<file path="config.mk">
export PLATFORM = sky130hd
export DESIGN_NAME = rr_res_arb
export DESIGN_NICKNAME = d
export VERILOG_FILES = /design/src/rtl/rr_res_arb_pkg.sv /design/src/rtl/rr_res_arb_pick.sv /design/src/rtl/rr_res_arb.sv
export SDC_FILE = /design/constraint.sdc
export NUM_CORES = 1
export LEC_CHECK = 0
export CORE_ASPECT_RATIO = 1.25
export CORE_MARGIN = 8
export CORE_UTILIZATION = 55
export CTS_CLUSTER_DIAMETER = 60
export CTS_CLUSTER_SIZE = 14
export DETAILED_ROUTE_END_ITERATION = 12
export HOLD_SLACK_MARGIN = 0.08
export PLACE_DENSITY = 0.92
export SYNTH_ARGS = -nofsm -noshare
export SYNTH_HDL_FRONTEND = slang
export SYNTH_HIERARCHICAL = 1
export SYNTH_SLANG_ARGS = --single-unit
</file>
<file path="constraint.sdc">
create_clock -name clk -period 10.5 [get_ports clk]
set_input_delay 2.1 -clock clk [delete_from_list [all_inputs] [get_ports clk]]
set_output_delay 2.1 -clock clk [all_outputs]
set_load 0.01 [all_outputs]
</file>
<file path="src/rtl/rr_res_arb_pkg.sv">
// ---------------------------------------------------------------------------
// arb_pkg
//
// Shared definitions for the round-robin resource arbiter (rr_res_arb) and
// its combinational winner picker (rr_pick).
//
// Contents:
//   state_t      FSM state encoding (IDLE=0, BUSY=1)
//   IDX_W        width of every requester index (gnt_id, last, picker index)
//   DEF_TIMEOUT  default watchdog limit in cycles
// ---------------------------------------------------------------------------
package arb_pkg;

    typedef enum logic {
        IDLE = 1'b0,
        BUSY = 1'b1
    } state_t;

    localparam int IDX_W       = 8;
    localparam int DEF_TIMEOUT = 255;

endpackage : arb_pkg

</file>
<file path="src/rtl/rr_res_arb_pick.sv">
// ---------------------------------------------------------------------------
// rr_pick
//
// Combinational round-robin winner selection.
// The request vector is rotated so that index last+1 lands at bit 0.
// A lowest-set-bit search then runs on the rotated vector.
// The result is un-rotated back into the requester index space.
//
// Parameters:
//   N         number of requesters (2..16)
// Ports:
//   i_req     [N]      request levels
//   i_last    [IDX_W]  index of the most recently served requester
//   o_onehot  [N]      one-hot winner, all-zero when no request
//   o_idx     [IDX_W]  binary winner index, 0 when no request
//   o_any     1        at least one request pending
// ---------------------------------------------------------------------------
module rr_pick
    import arb_pkg::*;
#(
    parameter int N = 4
) (
    input  logic [N-1:0]     i_req,
    input  logic [IDX_W-1:0] i_last,
    output logic [N-1:0]     o_onehot,
    output logic [IDX_W-1:0] o_idx,
    output logic             o_any
);

    logic [IDX_W-1:0] w_start;    // first index searched
    logic [2*N-1:0]   w_dbl;      // doubled request vector, shifted
    logic [N-1:0]     w_rot;      // requests rotated so w_start is bit 0
    logic [IDX_W-1:0] w_off;      // winner offset within rotated vector
    logic [IDX_W-1:0] w_sum;      // un-rotated index before modulo wrap
    logic [IDX_W-1:0] w_idx;      // wrapped winner index
    logic             w_unused_hi;

    // Wrap explicitly: the search after N-1 starts at 0.
    assign w_start = (i_last >= IDX_W'(N - 1)) ? '0 : i_last + 1'b1;

    // Rotate right by w_start.
    // Shifting a doubled copy brings the wrapped-around bits into the low half.
    assign w_dbl = {i_req, i_req} >> w_start;

    generate
        for (genvar gi = 0; gi < N; gi++) begin : g_rot
            assign w_rot[gi] = w_dbl[gi];
        end
    endgenerate

    // Only the low half of the shifted copy is meaningful.
    assign w_unused_hi = ^w_dbl[2*N-1:N];

    // Lowest set bit wins.
    // Scanning downward lets the last hit, which is the lowest bit, stick.
    always_comb begin
        w_off = '0;
        for (int i = N - 1; i >= 0; i--) begin
            if (w_rot[i]) begin
                w_off = IDX_W'(i);
            end
        end
    end

    // Un-rotate: offset + start, reduced modulo N.
    // Both operands are < N, so a single subtraction is enough.
    assign w_sum = w_off + w_start;
    assign w_idx = (w_sum >= IDX_W'(N)) ? w_sum - IDX_W'(N) : w_sum;

    assign o_any = |i_req;
    assign o_idx = o_any ? w_idx : '0;

    generate
        for (genvar gi = 0; gi < N; gi++) begin : g_onehot
            assign o_onehot[gi] = o_any && (w_idx == IDX_W'(gi));
        end
    endgenerate

endmodule : rr_pick

</file>
<file path="src/rtl/rr_res_arb.sv">
// ---------------------------------------------------------------------------
// rr_res_arb
//
// Round-robin arbiter sharing a single multi-cycle compute resource among N
// requesters.
//
// Operation:
//   IDLE  A pending requester is picked in round-robin order.
//         The grant is registered and res_start is pulsed.
//   BUSY  The grant is held until res_done.
//   On res_done the winner is acknowledged, the grant is cleared, priority
//   rotates, and the FSM returns to IDLE.
//
// Optional feature, enabled by compiling with RR_RES_ARB_TIMEOUT_EN defined:
//   A 16-bit watchdog counts BUSY cycles. When the count reaches TIMEOUT
//   without res_done, the run is aborted: err is pulsed instead of ack.
//   Without the macro there is no counter and err is tied to 0.
//
// Parameters:
//   N          number of requesters (2..16)
//   TIMEOUT    watchdog limit in cycles (1..65535), used only with the watchdog
// Ports:
//   clk        clock, all state on rising edge
//   rst_n      asynchronous active-low reset
//   req        [N]  request levels, held by each requester until its ack
//   gnt        [N]  registered one-hot grant, zero when idle
//   gnt_id     [8]  registered binary index of the grant, zero when idle
//   ack        [N]  one-cycle completion pulse to the served requester
//   res_start  1    one-cycle pulse launching the resource
//   res_done   1    one-cycle completion pulse from the resource
//   err        1    one-cycle watchdog abort pulse
// ---------------------------------------------------------------------------
module rr_res_arb
    import arb_pkg::*;
#(
    parameter int N       = 4,
    parameter int TIMEOUT = DEF_TIMEOUT
) (
    input  logic             clk,
    input  logic             rst_n,
    input  logic [N-1:0]     req,
    output logic [N-1:0]     gnt,
    output logic [IDX_W-1:0] gnt_id,
    output logic [N-1:0]     ack,
    output logic             res_start,
    input  logic             res_done,
    output logic             err
);

    state_t           r_state;
    logic [IDX_W-1:0] r_last;     // most recently served (or aborted) index
    logic [N-1:0]     r_gnt;
    logic [IDX_W-1:0] r_gnt_id;
    logic [N-1:0]     r_ack;
    logic             r_start;

    logic [N-1:0]     w_pick_onehot;
    logic [IDX_W-1:0] w_pick_idx;
    logic             w_pick_any;

    rr_pick #(
        .N (N)
    ) u_pick (
        .i_req    (req),
        .i_last   (r_last),
        .o_onehot (w_pick_onehot),
        .o_idx    (w_pick_idx),
        .o_any    (w_pick_any)
    );

`ifdef RR_RES_ARB_TIMEOUT_EN
    logic [15:0] r_cnt;           // BUSY cycles already elapsed before this edge
    logic        r_err;
    logic        w_expire;

    // At a BUSY edge, r_cnt + 1 is the number of BUSY cycles completed.
    // The run expires on the edge that completes the TIMEOUT-th cycle.
    assign w_expire = (r_cnt == 16'(TIMEOUT - 1));

    always_ff @(posedge clk or negedge rst_n) begin
        if (!rst_n) begin
            r_state  <= IDLE;
            r_last   <= IDX_W'(N - 1);
            r_gnt    <= '0;
            r_gnt_id <= '0;
            r_ack    <= '0;
            r_start  <= 1'b0;
            r_err    <= 1'b0;
            r_cnt    <= '0;
        end else begin
            // Pulse outputs default low and are raised for a single cycle.
            r_ack   <= '0;
            r_start <= 1'b0;
            r_err   <= 1'b0;
            case (r_state)
                IDLE: begin
                    if (w_pick_any) begin
                        r_gnt    <= w_pick_onehot;
                        r_gnt_id <= w_pick_idx;
                        r_start  <= 1'b1;
                        r_cnt    <= '0;
                        r_state  <= BUSY;
                    end
                end
                BUSY: begin
                    // res_done is tested first, so it wins over a timeout
                    // that expires on the same edge.
                    if (res_done) begin
                        r_ack    <= r_gnt;
                        r_last   <= r_gnt_id;
                        r_gnt    <= '0;
                        r_gnt_id <= '0;
                        r_state  <= IDLE;
                    end else if (w_expire) begin
                        r_err    <= 1'b1;
                        r_last   <= r_gnt_id;
                        r_gnt    <= '0;
                        r_gnt_id <= '0;
                        r_state  <= IDLE;
                    end else begin
                        r_cnt    <= r_cnt + 1'b1;
                    end
                end
                default: r_state <= IDLE;
            endcase
        end
    end

    assign err = r_err;
`else
    logic w_unused_cfg;

    // The watchdog limit has no effect in this build.
    assign w_unused_cfg = (TIMEOUT != 0);

    always_ff @(posedge clk or negedge rst_n) begin
        if (!rst_n) begin
            r_state  <= IDLE;
            r_last   <= IDX_W'(N - 1);
            r_gnt    <= '0;
            r_gnt_id <= '0;
            r_ack    <= '0;
            r_start  <= 1'b0;
        end else begin
            r_ack   <= '0;
            r_start <= 1'b0;
            case (r_state)
                IDLE: begin
                    if (w_pick_any) begin
                        r_gnt    <= w_pick_onehot;
                        r_gnt_id <= w_pick_idx;
                        r_start  <= 1'b1;
                        r_state  <= BUSY;
                    end
                end
                BUSY: begin
                    // Requests are deliberately ignored here; only res_done
                    // ends the run.
                    if (res_done) begin
                        r_ack    <= r_gnt;
                        r_last   <= r_gnt_id;
                        r_gnt    <= '0;
                        r_gnt_id <= '0;
                        r_state  <= IDLE;
                    end
                end
                default: r_state <= IDLE;
            endcase
        end
    end

    assign err = 1'b0;
`endif

    assign gnt       = r_gnt;
    assign gnt_id    = r_gnt_id;
    assign ack       = r_ack;
    assign res_start = r_start;

endmodule : rr_res_arb

</file>
==> summary.md <==
| Metric | Value |
|---|---|
| Status | finished clean |
| Post-Syn Area | 1470 um2 |
| Area share of the largest cell type after synthesis | 40.8% |
| Crit Path Max Fanout | 9 |
| Synth cell types | 44 |
| CP bufs+invs | 2 |
| Post-Route WL | 3.11 mm |
| Initial antenna violation count | 0 |
| Clock root cell | clkbuf_4 |
| CP Data Arrival Time | 5.20 ns |
| Critical-path cell list | clkdlybuf4s50_1 -> o21bai_1 -> a21oi_1 -> o32a_1 -> ha_1 -> fa_1 -> inv_1 -> ha_1 -> o311a_1 -> o21ai_0 -> nor3b_1 -> mux2i_1 -> o2bb2ai_1 |
| DR iter-0 viols | 40 |
| N_diodes | 0 |
| Crit path top cell by count | ha_1 |
| Clk_skew | 0.0142 ns |
| Core area | 2630 um2 |
| DP Worst Slack | 5.23 ns |
| Postcts setup bufs | 0 |
| Area leader, netlist | dfrtp_1 |
| Fillers | 203 |
| H-tree depth | 1 |
| Via count | 1,092 |
| Largest delay share family, worst path | compound AO/OA/AOI/OAI gates |
| Slowest-stage cell, CP | clkdlybuf4s50_1 |
| DP Wirelength | 2.28 mm |
| Max-Cap Viols | 0 |
| Aggregate global routing overflow | 0 |
| Number of flops mapped to enable cells by yosys | 0 |
| Layout cell share with drive strength beyond 1 | 10.7% |
| Fin crit share | 47.2% |
| Synth Instances | 130 |
| Buffers on Ports | 23 |
| DRT antenna net count | 0 |
| Total die area | 4600 um2 |
| Clk pin slew, worst setup/hold paths | 0.14 ns |
| Critical path's largest stage delay | 0.54 ns |
| Nets@finish | 163 |
| Cell Rows | 21 |
| Setup Viol. Count Final | 0 |
| Pins Over Slew Limit | 0 |
| Most frequent cell after synthesis | dfrtp_1 |
| Worst rel slew slack | 25.6% |
| PwrDens | 262 nW/um2 |
| Endpoint class of the critical path | flip-flop |
| Number of vias per cell | 5.93 |
| Residual DRC | 0 |
| DIE HEIGHT | 73.9 um |
| Worst vdd ir | 0.000182 V |
| Ys Warns | 6 |
| IO Count | 25 |
| Global-route wire length before repair | 5.14 mm |
| WS Path Type | in -> reg |
| Final hold violations | 0 |
| Hold Crit Class | reg -> reg |
| Starting Density | 56.0% |
| Mapped Avg Cell Area | 11.3 um2 |
| Met3 WL | 171 um |
| RSZ-0062 raised after global routing | no |
| Largest net degree at the start of global routing | 27 |
| Gr usage total | 13.6% |
| Worst Tran Pin Value | 1.11 ns |
| Routed len/inst | 16.9 um |
| Final Worst Setup Slack | 5.54 ns |
| Top cells by area, synth | dfrtp_1, mux2i_1, o2bb2ai_1, mux2_2, and3_1 |
| Synth top cells by count | dfrtp_1, mux2i_1, o2bb2ai_1 |
| CTS buffer count | 3 |
| CTS tree | yes |
| Post_cts resized | 0 |
| 1st-pass router iterations | 4 |
| Synth Register Bits | 26 |
| Die X | 62.3 um |
| Top Layer Used | met4 |
| Met2 Wirelength | 1.54 mm |
| # hold bufs at CTS | 0 |
| Routability cong. | 0.817 |
| Fin cells | 184 |
| Vias in the first global route | 1,137 |
| Crit start category | input pin |
| Clock tree buffer depth | 2 |
| Fmax | 202 MHz |
| Clk Latency, worst-skew pair | 0.32 ns |
| Fin Setup TNS | 0 ns |
| Req. time, crit path | 10.74 ns |
| Total clock sinks | 26 |
| Sequential area share after synthesis | 44.4% |
| Min cycle time layout | 4.96 ns |
| Area Growth Syn to Fin | 17.2% |
| Ys async rst share | 100% |
| Synth Flop Type | dfrtp_1 |
| Cell Count Post-Placement | 180 |
| Leak | 0.829 nW |
| DRT met1 WL | 1.32 mm |
-- worst paths after layout --
| path | startpoint | to | slack (ns) | cells past startpoint |
|---|---|---|---|---|
| worst min register to register | gnt[3] | gnt[3] | 0.55 | 1 |
| worst min-delay path | gnt[3] | gnt[3] | 0.55 | 1 |
| worst max-delay path | req[0] | gnt[1] | 5.54 | 13 |
| worst max register to register | r_last[0] | gnt[1] | 6.70 | 14 |
| min in group asynchronous | rst_n | gnt_id[7] | 2.35 | 1 |
| max in group asynchronous | rst_n | r_last[3] | 7.47 | 1 |
-- power breakdown --
part           total (mW)  switching (mW)  internal [mW]
Clock              0.0440          0.0292         0.0149
Combinational       0.235           0.114          0.121
Sequential          0.173          0.0373          0.136
-- cell usage in the layout, fill, tap and decap left out, types with 4 or more instances in the layout --
| master | instances |
|---|---|
| dfrtp_1 | 24 |
| clkdlybuf4s50_1 | 23 |
| mux2i_1 | 13 |
| o2bb2ai_1 | 12 |
| and3_1 | 9 |
| mux2_2 | 8 |
| inv_1 | 4 |
| ha_1 | 4 |
-- per-layer routing --
layer  GRT usage, %  up-vias
met5              0        -
met4           6.85        0
met3           3.35        8
met2           24.4       32
met1           14.7      526
li1               -      526
-- kinds of logic (layout without fill, tap and decap cells) --
kind of cell,after synthesis,in the layout,share of synthesized area (%)
and+or+nand+nor,36,36,15.6
AOI/OAI and AO/OA,27,27,14.9
DFF,26,26,44.4
muxes,21,21,15.0
buffers and inverters,12,31,4.33
adders and majority gates,5,5,4.76
other,2,3,0.510
xor gates and xnor gates,1,1,0.595
-- area by class of cell --
| type | instances | area, um2 | area share (%) |
|---|---|---|---|
| inverters | 4 | 15.0 | 0.870 |
| flip-flops and latches | 26 | 653 | 37.8 |
| well taps | 34 | 42.5 | 2.46 |
| repair buffers | 23 | 230 | 13.3 |
| multi-input cells | 93 | 759 | 44.0 |
| clock buffers | 4 | 26.3 | 1.52 |
-- flip-flops by register name (all words and copies together), names as in the netlist --
signal / count
ack: 4
gnt: 4
gnt_id: 8
r_last: 8
r_state: 1
res_start: 1
-- per-stage QoR --
stage / hold slack [ns] / area [um2] / power [mW] / util, %
5_1_grt: 0.569 / 1730 / 0.489 / 65.7
3_3_place_gp: 0.510 / 1700 / 0.397 / 64.7
4_1_cts: 0.551 / 1730 / 0.452 / 65.7
3_5_place_dp: 0.516 / 1700 / 0.409 / 64.7
2_1_floorplan: 0.515 / 1480 / 0.331 / -
6_report: 0.549 / 1730 / 0.453 / 65.7
Note: power is estimated with default switching activity, not from simulation.
